`src/rtl/pc_fetch_ctrl_pkg.sv`:
```
// Shared types and defaults for the fetch-stage PC controller.
// Holds the PC width and reset value, the run/halt state encoding and the next-PC source codes.
package pc_fetch_ctrl_pkg;

   localparam int              PC_W     = 6;
   localparam logic [PC_W-1:0] RESET_PC = '0;

   typedef enum logic [1:0] {
      IDLE = 2'd0,
      RUN  = 2'd1,
      HALT = 2'd2
   } state_t;

   typedef enum logic [1:0] {
      NPC_HOLD = 2'd0,
      NPC_INC  = 2'd1,
      NPC_BR   = 2'd2,
      NPC_JMP  = 2'd3
   } npc_sel_t;

endpackage

```
`src/rtl/pc_fetch_ctrl_if.sv`:
```
// Fetch-side bus of the PC controller: redirect/stall/halt requests in, PC and status out.
// The master side is the controller itself; the slave side is the surrounding pipeline.
interface pc_fetch_ctrl_if #(
   parameter int PC_W = pc_fetch_ctrl_pkg::PC_W
);
   logic [PC_W-1:0] pc_plus1;
   logic            branch_taken;
   logic [PC_W-1:0] branch_target;
   logic            jump;
   logic [PC_W-1:0] jump_target;
   logic            stall;
   logic            halt;
   logic            resume;
   logic            imem_ready;
   logic [PC_W-1:0] pc_out;
   logic            fetch_valid;
   logic            halted;
   logic            pc_wrap;

   modport master (
      input  pc_plus1,
      input  branch_taken,
      input  branch_target,
      input  jump,
      input  jump_target,
      input  stall,
      input  halt,
      input  resume,
      input  imem_ready,
      output pc_out,
      output fetch_valid,
      output halted,
      output pc_wrap
   );

   modport slave (
      output pc_plus1,
      output branch_taken,
      output branch_target,
      output jump,
      output jump_target,
      output stall,
      output halt,
      output resume,
      output imem_ready,
      input  pc_out,
      input  fetch_valid,
      input  halted,
      input  pc_wrap
   );
endinterface

```
`src/rtl/pc_fetch_ctrl_pc_next_mux.sv`:
```
// Combinational next-PC priority select: halt > jump > branch > hold (stall/not ready) > increment.
// Outside RUN the PC always holds.
module pc_next_mux
   import pc_fetch_ctrl_pkg::*;
#(
   parameter int PC_W = pc_fetch_ctrl_pkg::PC_W
) (
   input  logic            run,
   input  logic [PC_W-1:0] pc,
   input  logic [PC_W-1:0] pc_plus1,
   input  logic            halt,
   input  logic            jump,
   input  logic [PC_W-1:0] jump_target,
   input  logic            branch_taken,
   input  logic [PC_W-1:0] branch_target,
   input  logic            stall,
   input  logic            imem_ready,
   output logic [PC_W-1:0] next_pc,
   output npc_sel_t        sel
);

   // Redirects bypass stall/imem_ready; only halt can drop them.
   always_comb begin
      sel = NPC_HOLD;
      if (run && !halt) begin
         if (jump) begin
            sel = NPC_JMP;
         end else if (branch_taken) begin
            sel = NPC_BR;
         end else if (!stall && imem_ready) begin
            sel = NPC_INC;
         end
      end
   end

   always_comb begin
      next_pc = pc;
      case (sel)
         NPC_INC:  next_pc = pc_plus1;
         NPC_BR:   next_pc = branch_target;
         NPC_JMP:  next_pc = jump_target;
         default:  next_pc = pc;
      endcase
   end

endmodule

```
`src/rtl/pc_fetch_ctrl.sv`:
```
// Fetch-stage program counter with run/halt sequencing and a valid/ready fetch handshake.
// All outputs come straight from registers; there is no input-to-pc_out combinational path.
module pc_fetch_ctrl #(
   parameter int              PC_W     = pc_fetch_ctrl_pkg::PC_W,
   parameter logic [PC_W-1:0] RESET_PC = pc_fetch_ctrl_pkg::RESET_PC
) (
   input logic              clk,
   input logic              rst,
   pc_fetch_ctrl_if.master  bus
);
   import pc_fetch_ctrl_pkg::*;

   state_t          state_reg;
   state_t          state_next;
   logic [PC_W-1:0] pc_reg;
   logic [PC_W-1:0] pc_next;
   logic            wrap_reg;
   logic            wrap_next;
   npc_sel_t        npc_sel;
   logic            run;

   assign run = (state_reg == RUN);

   pc_next_mux #(
      .PC_W (PC_W)
   ) u_next_mux (
      .run           (run),
      .pc            (pc_reg),
      .pc_plus1      (bus.pc_plus1),
      .halt          (bus.halt),
      .jump          (bus.jump),
      .jump_target   (bus.jump_target),
      .branch_taken  (bus.branch_taken),
      .branch_target (bus.branch_target),
      .stall         (bus.stall),
      .imem_ready    (bus.imem_ready),
      .next_pc       (pc_next),
      .sel           (npc_sel)
   );

   // Halt together with resume keeps the controller parked.
   always_comb begin
      state_next = state_reg;
      case (state_reg)
         IDLE: state_next = RUN;
         RUN:  if (bus.halt) state_next = HALT;
         HALT: if (bus.resume && !bus.halt) state_next = RUN;
         default: state_next = IDLE;
      endcase
   end

   // Only the increment path can wrap; a redirect to zero is not a wrap.
   assign wrap_next = (npc_sel == NPC_INC) && (pc_reg == {PC_W{1'b1}});

   always_ff @(posedge clk) begin
      if (rst) begin
         state_reg <= IDLE;
         pc_reg    <= RESET_PC;
         wrap_reg  <= 1'b0;
      end else begin
         state_reg <= state_next;
         pc_reg    <= pc_next;
         wrap_reg  <= wrap_next;
      end
   end

   assign bus.pc_out      = pc_reg;
   assign bus.fetch_valid = (state_reg == RUN);
   assign bus.halted      = (state_reg == HALT);
   assign bus.pc_wrap     = wrap_reg;

endmodule

```
`src/flat_wrapper.sv`:
```
// flat-port wrapper written by rule: the top's interface ports become plain ports
module pc_fetch_ctrl_flat import pc_fetch_ctrl_pkg::*;
#(
   parameter int              PC_W     = pc_fetch_ctrl_pkg::PC_W,
   parameter logic [PC_W-1:0] RESET_PC = pc_fetch_ctrl_pkg::RESET_PC
)
  (clk, rst, bus_pc_plus1, bus_branch_taken, bus_branch_target, bus_jump, bus_jump_target, bus_stall, bus_halt, bus_resume, bus_imem_ready, bus_pc_out, bus_fetch_valid, bus_halted, bus_pc_wrap);
  pc_fetch_ctrl_if #(.PC_W(PC_W)) bus_i ();
  input logic clk;
  input logic rst;
  input wire logic [$bits(bus_i.pc_plus1)-1:0] bus_pc_plus1;
  input wire logic [$bits(bus_i.branch_taken)-1:0] bus_branch_taken;
  input wire logic [$bits(bus_i.branch_target)-1:0] bus_branch_target;
  input wire logic [$bits(bus_i.jump)-1:0] bus_jump;
  input wire logic [$bits(bus_i.jump_target)-1:0] bus_jump_target;
  input wire logic [$bits(bus_i.stall)-1:0] bus_stall;
  input wire logic [$bits(bus_i.halt)-1:0] bus_halt;
  input wire logic [$bits(bus_i.resume)-1:0] bus_resume;
  input wire logic [$bits(bus_i.imem_ready)-1:0] bus_imem_ready;
  output wire logic [$bits(bus_i.pc_out)-1:0] bus_pc_out;
  output wire logic [$bits(bus_i.fetch_valid)-1:0] bus_fetch_valid;
  output wire logic [$bits(bus_i.halted)-1:0] bus_halted;
  output wire logic [$bits(bus_i.pc_wrap)-1:0] bus_pc_wrap;
  assign bus_i.pc_plus1 = bus_pc_plus1;
  assign bus_i.branch_taken = bus_branch_taken;
  assign bus_i.branch_target = bus_branch_target;
  assign bus_i.jump = bus_jump;
  assign bus_i.jump_target = bus_jump_target;
  assign bus_i.stall = bus_stall;
  assign bus_i.halt = bus_halt;
  assign bus_i.resume = bus_resume;
  assign bus_i.imem_ready = bus_imem_ready;
  assign bus_pc_out = bus_i.pc_out;
  assign bus_fetch_valid = bus_i.fetch_valid;
  assign bus_halted = bus_i.halted;
  assign bus_pc_wrap = bus_i.pc_wrap;
  pc_fetch_ctrl #(.PC_W(PC_W), .RESET_PC(RESET_PC)) u_core (.clk(clk), .rst(rst), .bus(bus_i));
endmodule
```
`config.mk`:
```
export PLATFORM = sky130hd
export DESIGN_NAME = pc_fetch_ctrl_flat
export DESIGN_NICKNAME = d
export VERILOG_FILES = /design/src/rtl/pc_fetch_ctrl_pkg.sv /design/src/rtl/pc_fetch_ctrl_if.sv /design/src/rtl/pc_fetch_ctrl_pc_next_mux.sv /design/src/rtl/pc_fetch_ctrl.sv /design/src/flat_wrapper.sv
export SDC_FILE = /design/constraint.sdc
export NUM_CORES = 1
export LEC_CHECK = 0
export CAP_MARGIN = 40
export CELL_PAD_IN_SITES_DETAIL_PLACEMENT = 0
export CELL_PAD_IN_SITES_GLOBAL_PLACEMENT = 2
export CORE_MARGIN = 2
export CORE_UTILIZATION = 17
export CTS_CLUSTER_DIAMETER = 60
export DETAILED_ROUTE_END_ITERATION = 7
export PLACE_DENSITY = 0.76
export SYNTH_ARGS = -nofsm -noshare
export SYNTH_HDL_FRONTEND = slang
export SYNTH_SLANG_ARGS = --single-unit
```
`constraint.sdc`:
```
create_clock -name clk -period 2 [get_ports clk]
set_clock_uncertainty 0.1 [all_clocks]
set_input_delay 0.4 -clock clk [delete_from_list [all_inputs] [get_ports clk]]
set_output_delay 0.4 -clock clk [all_outputs]
set_load 0.01 [all_outputs]
```
==> key figures <==
Routing
  • DR top layer: met3
  • DR WL met3: 111 um
  • DRT antenna net count: 0
  • Detailed Routing Iterations Pass 1: 3
  • Wirelength per Cell: 11.7 um
  • Metal-1 WL: 663 um
  • Final WL: approximately 1500 um
  • # DRC: 0
  • DR vias/cell: about 4.3
  • Via count: about 540
  • First DRT Iteration DRCs: 9
  • Met2 Wirelength: between 700 and 800 um

Flow run
  • Max-cap check violation count: 0

Die
  • Core Region: between 2000 and 3000 um2
  • Die Height: between 50 and 60 um
  • Site Rows: 19
  • Die Wd: approximately 58 um
  • IO Pins: 35
  • Initial Util: 18.1%
  • Die area: 3420 um2

Worst setup path
  • Critical Path Source Type: register
  • R2r setup slk: ~500 ps
  • Crit-path cells: and2b_2, clkdlybuf4s50_1
  • RR Endpoint: u_core.bus.pc_out[5]
  • R2R cell count: 4
  • Critical path buffer and inverter count: 1
  • Crit-path slowest cell: clkdlybuf4s50_1
  • Worst r2r src: u_core.state_reg[0]
  • Worst endpoint required time: around 1500 ps
  • WP data arrival: about 1400 ps
  • Critical path class: reg2out
  • Slowest stage delay, CP: ~530 ps
  • Worst Setup End Kind: primary output
  • Critical path peak fanout: 5
  • Crit path max-delay family: buffers and inverters

Place
  • Detail Placement HPWL: between 1000 and 1500 um
  • Post-DP Area: 906 um2
  • Gpl congestion: a little under 0.7
  • I/O Buffers: 34

Hold path
  • Min-Delay Startpoint: u_core.bus.pc_out[5]
  • Sink of the worst hold path: u_core.bus.pc_wrap
  • Hold path cells: 2
  • Min-Delay Path Class: reg2reg

Synthesis
  • Largest cells by area after synthesis: dfxtp_1 36%, nor2_1 13%, mux2i_1 12%
  • Main flop type after synthesis: dfxtp_1
  • Async SR Flop Fraction: 0%
  • Top-count cell post-synth: nor2_1
  • Register area share after synthesis: 35.7%
  • Area leader, netlist: dfxtp_1
  • Mean Syn Cell Area: between 9 and 10 um2
  • Cell variety after synth: 19
  • Post-synth EDFFs: 0
  • Post-Syn Area: a little over 500 um2
  • Syn_nets: 80
  • Share of the synthesized area in the top cell type: a little over a third
  • Syn Inst Count: 54
  • Yosys warnings: 0
  • Post-synthesis register bit count: 9
  • Commonest cells post-synth: 17 x nor2_1, 9 x dfxtp_1, 6 x mux2i_1

Global route
  • Total grt overflow: 0
  • Global-route wire length before repair: ~2400 um
  • Initial antenna violation count: 0
  • Tot GR Track Use: slightly above 9%
  • Vias in the first global route: 560
  • Pin count of the biggest net entering global routing: 9

Layout
  • Post-layout utilization of the core: about 34%
  • Fin area: a little over 900 um2
  • Largest register FFs: 6
  • # diodes: 0
  • Final nets: about 120
  • Share of cells above drive strength 1: around 13%
  • Fill count: about 310
  • Area Growth Syn to Fin: 85.4%

STA
  • Worst Max-Slew Pin Slew: between 300 and 400 ps
  • RSZ-0062 raised after global routing: no
  • Final setup viols: 0
  • Worst slew margin: between 70% and 80%
  • Tcrit/Tclk final: a little over nine tenths
  • Clock period minus worst slack: 1880 ps
  • Max-slew violations: 0
  • Setup_tns: 0 ps
  • Fin Hold WS: ~390 ps
  • Final hold viol count: 0
  • Fmax: 532 MHz

Clocking
  • Worst-Skew Late Latency: between 200 and 300 ps
  • Clock transition at path regs: 60 ps
  • Htree depth: 1
  • Setup Buffers After CTS: 0
  • Cts bufs inserted: 3
  • CTS tree: done
  • Root Driver: clkbuf_4
  • TritonCTS Sinks: 9
  • Clock tree buffer depth: 2

Power
  • Leakage dissipation: around 0.35 nW
  • Pwr/cell area: 520 nW/um2
  • Pwr Total: between 0.4 and 0.5 mW
  • Max IR drop VDD: approximately 0.00023 V

Outcome
  • Outcome: completed
[kinds of logic (layout without fill, tap and decap cells)]
kind of cell | after synthesis | count (layout) | share of synthesized area [%]
DFF | 9 | 9 | 35.7
buffers and inverters | 3 | 44 | 2.23
muxes | 6 | 6 | 11.9
AOI/OAI and AO/OA | 11 | 11 | 22.8
and+or+nand+nor | 25 | 25 | 27.3
[worst max path at each step]
stage                              startpoint                    to  slack, ps  cells after the start
final                     u_core.state_reg[1]            bus_halted        120                      2
after CTS                 u_core.state_reg[0]       bus_fetch_valid         90                      3
after global placement               bus_halt  u_core.bus.pc_out[5]         30                      5
after floorplan                      bus_halt  u_core.bus.pc_out[1]        580                      4
after global routing      u_core.state_reg[1]            bus_halted         70                      2
after detailed placement             bus_halt  u_core.bus.pc_out[1]        -20                      5
[layout by cell type, fill, tap and decap left out, drive strengths merged]
| cell | instances |
|---|---|
| and2b | 1 |
| o21a | 1 |
| nand4b | 1 |
| a2111oi | 6 |
| buf | 3 |
| nor4 | 1 |
| nand2b | 1 |
| nor3b | 1 |
| clkbuf | 4 |
| o21ai | 1 |
| inv | 3 |
| nand4 | 1 |
| dlymetal6s2s | 1 |
| nand3b | 1 |
| clkdlybuf4s50 | 33 |
| mux2i | 6 |
| a21oi | 1 |
| a2bb2oi | 1 |
| a21boi | 1 |
| nor2 | 18 |
| dfxtp | 9 |
[report_power, final]
group          internal [mW]  switching [mW]  leakage [nW]
Sequential             0.191          0.0107        0.0738
Combinational         0.0920          0.0509         0.257
Clock                 0.0769          0.0645        0.0150
[per-stage QoR]
stage	worst slack [ps]	cells
after floorplan	582	54
after global placement	33.8	122
after detailed placement	-21.7	122
after CTS	86.6	126
after global routing	65.6	126
final	119	126
[routing by layer]
metal,global-route usage [%],up-vias
met5,0,-
met4,3.99,0
met3,2.64,0
met2,14.4,16
met1,12.0,243
li1,-,282
[cell type report]
| cell class | count | area, um2 | area share, % |
|---|---|---|---|
| sequential | 9 | 180 | 19.3 |
| clock buffer | 4 | 26.3 | 2.81 |
| timing repair buffer | 37 | 365 | 39.1 |
| tap | 31 | 38.8 | 4.15 |
| multi-input combinational | 42 | 313 | 33.5 |
| inverter | 3 | 11.3 | 1.20 |
[worst min-delay path, delay by kind of cell (launching register included)]
family	cells	cell delay, ps
flops	1	320
simple gates	2	120
[what timing repair did]
| item | in CTS | in global routing |
|---|---|---|
| hold endpoints to repair | 0 | 0 |
| setup endpoints to repair | 0 | 1 |
| hold buffers | 0 | 0 |
| resized for setup | 0 | 1 |
(Power assumes the default switching activity.)
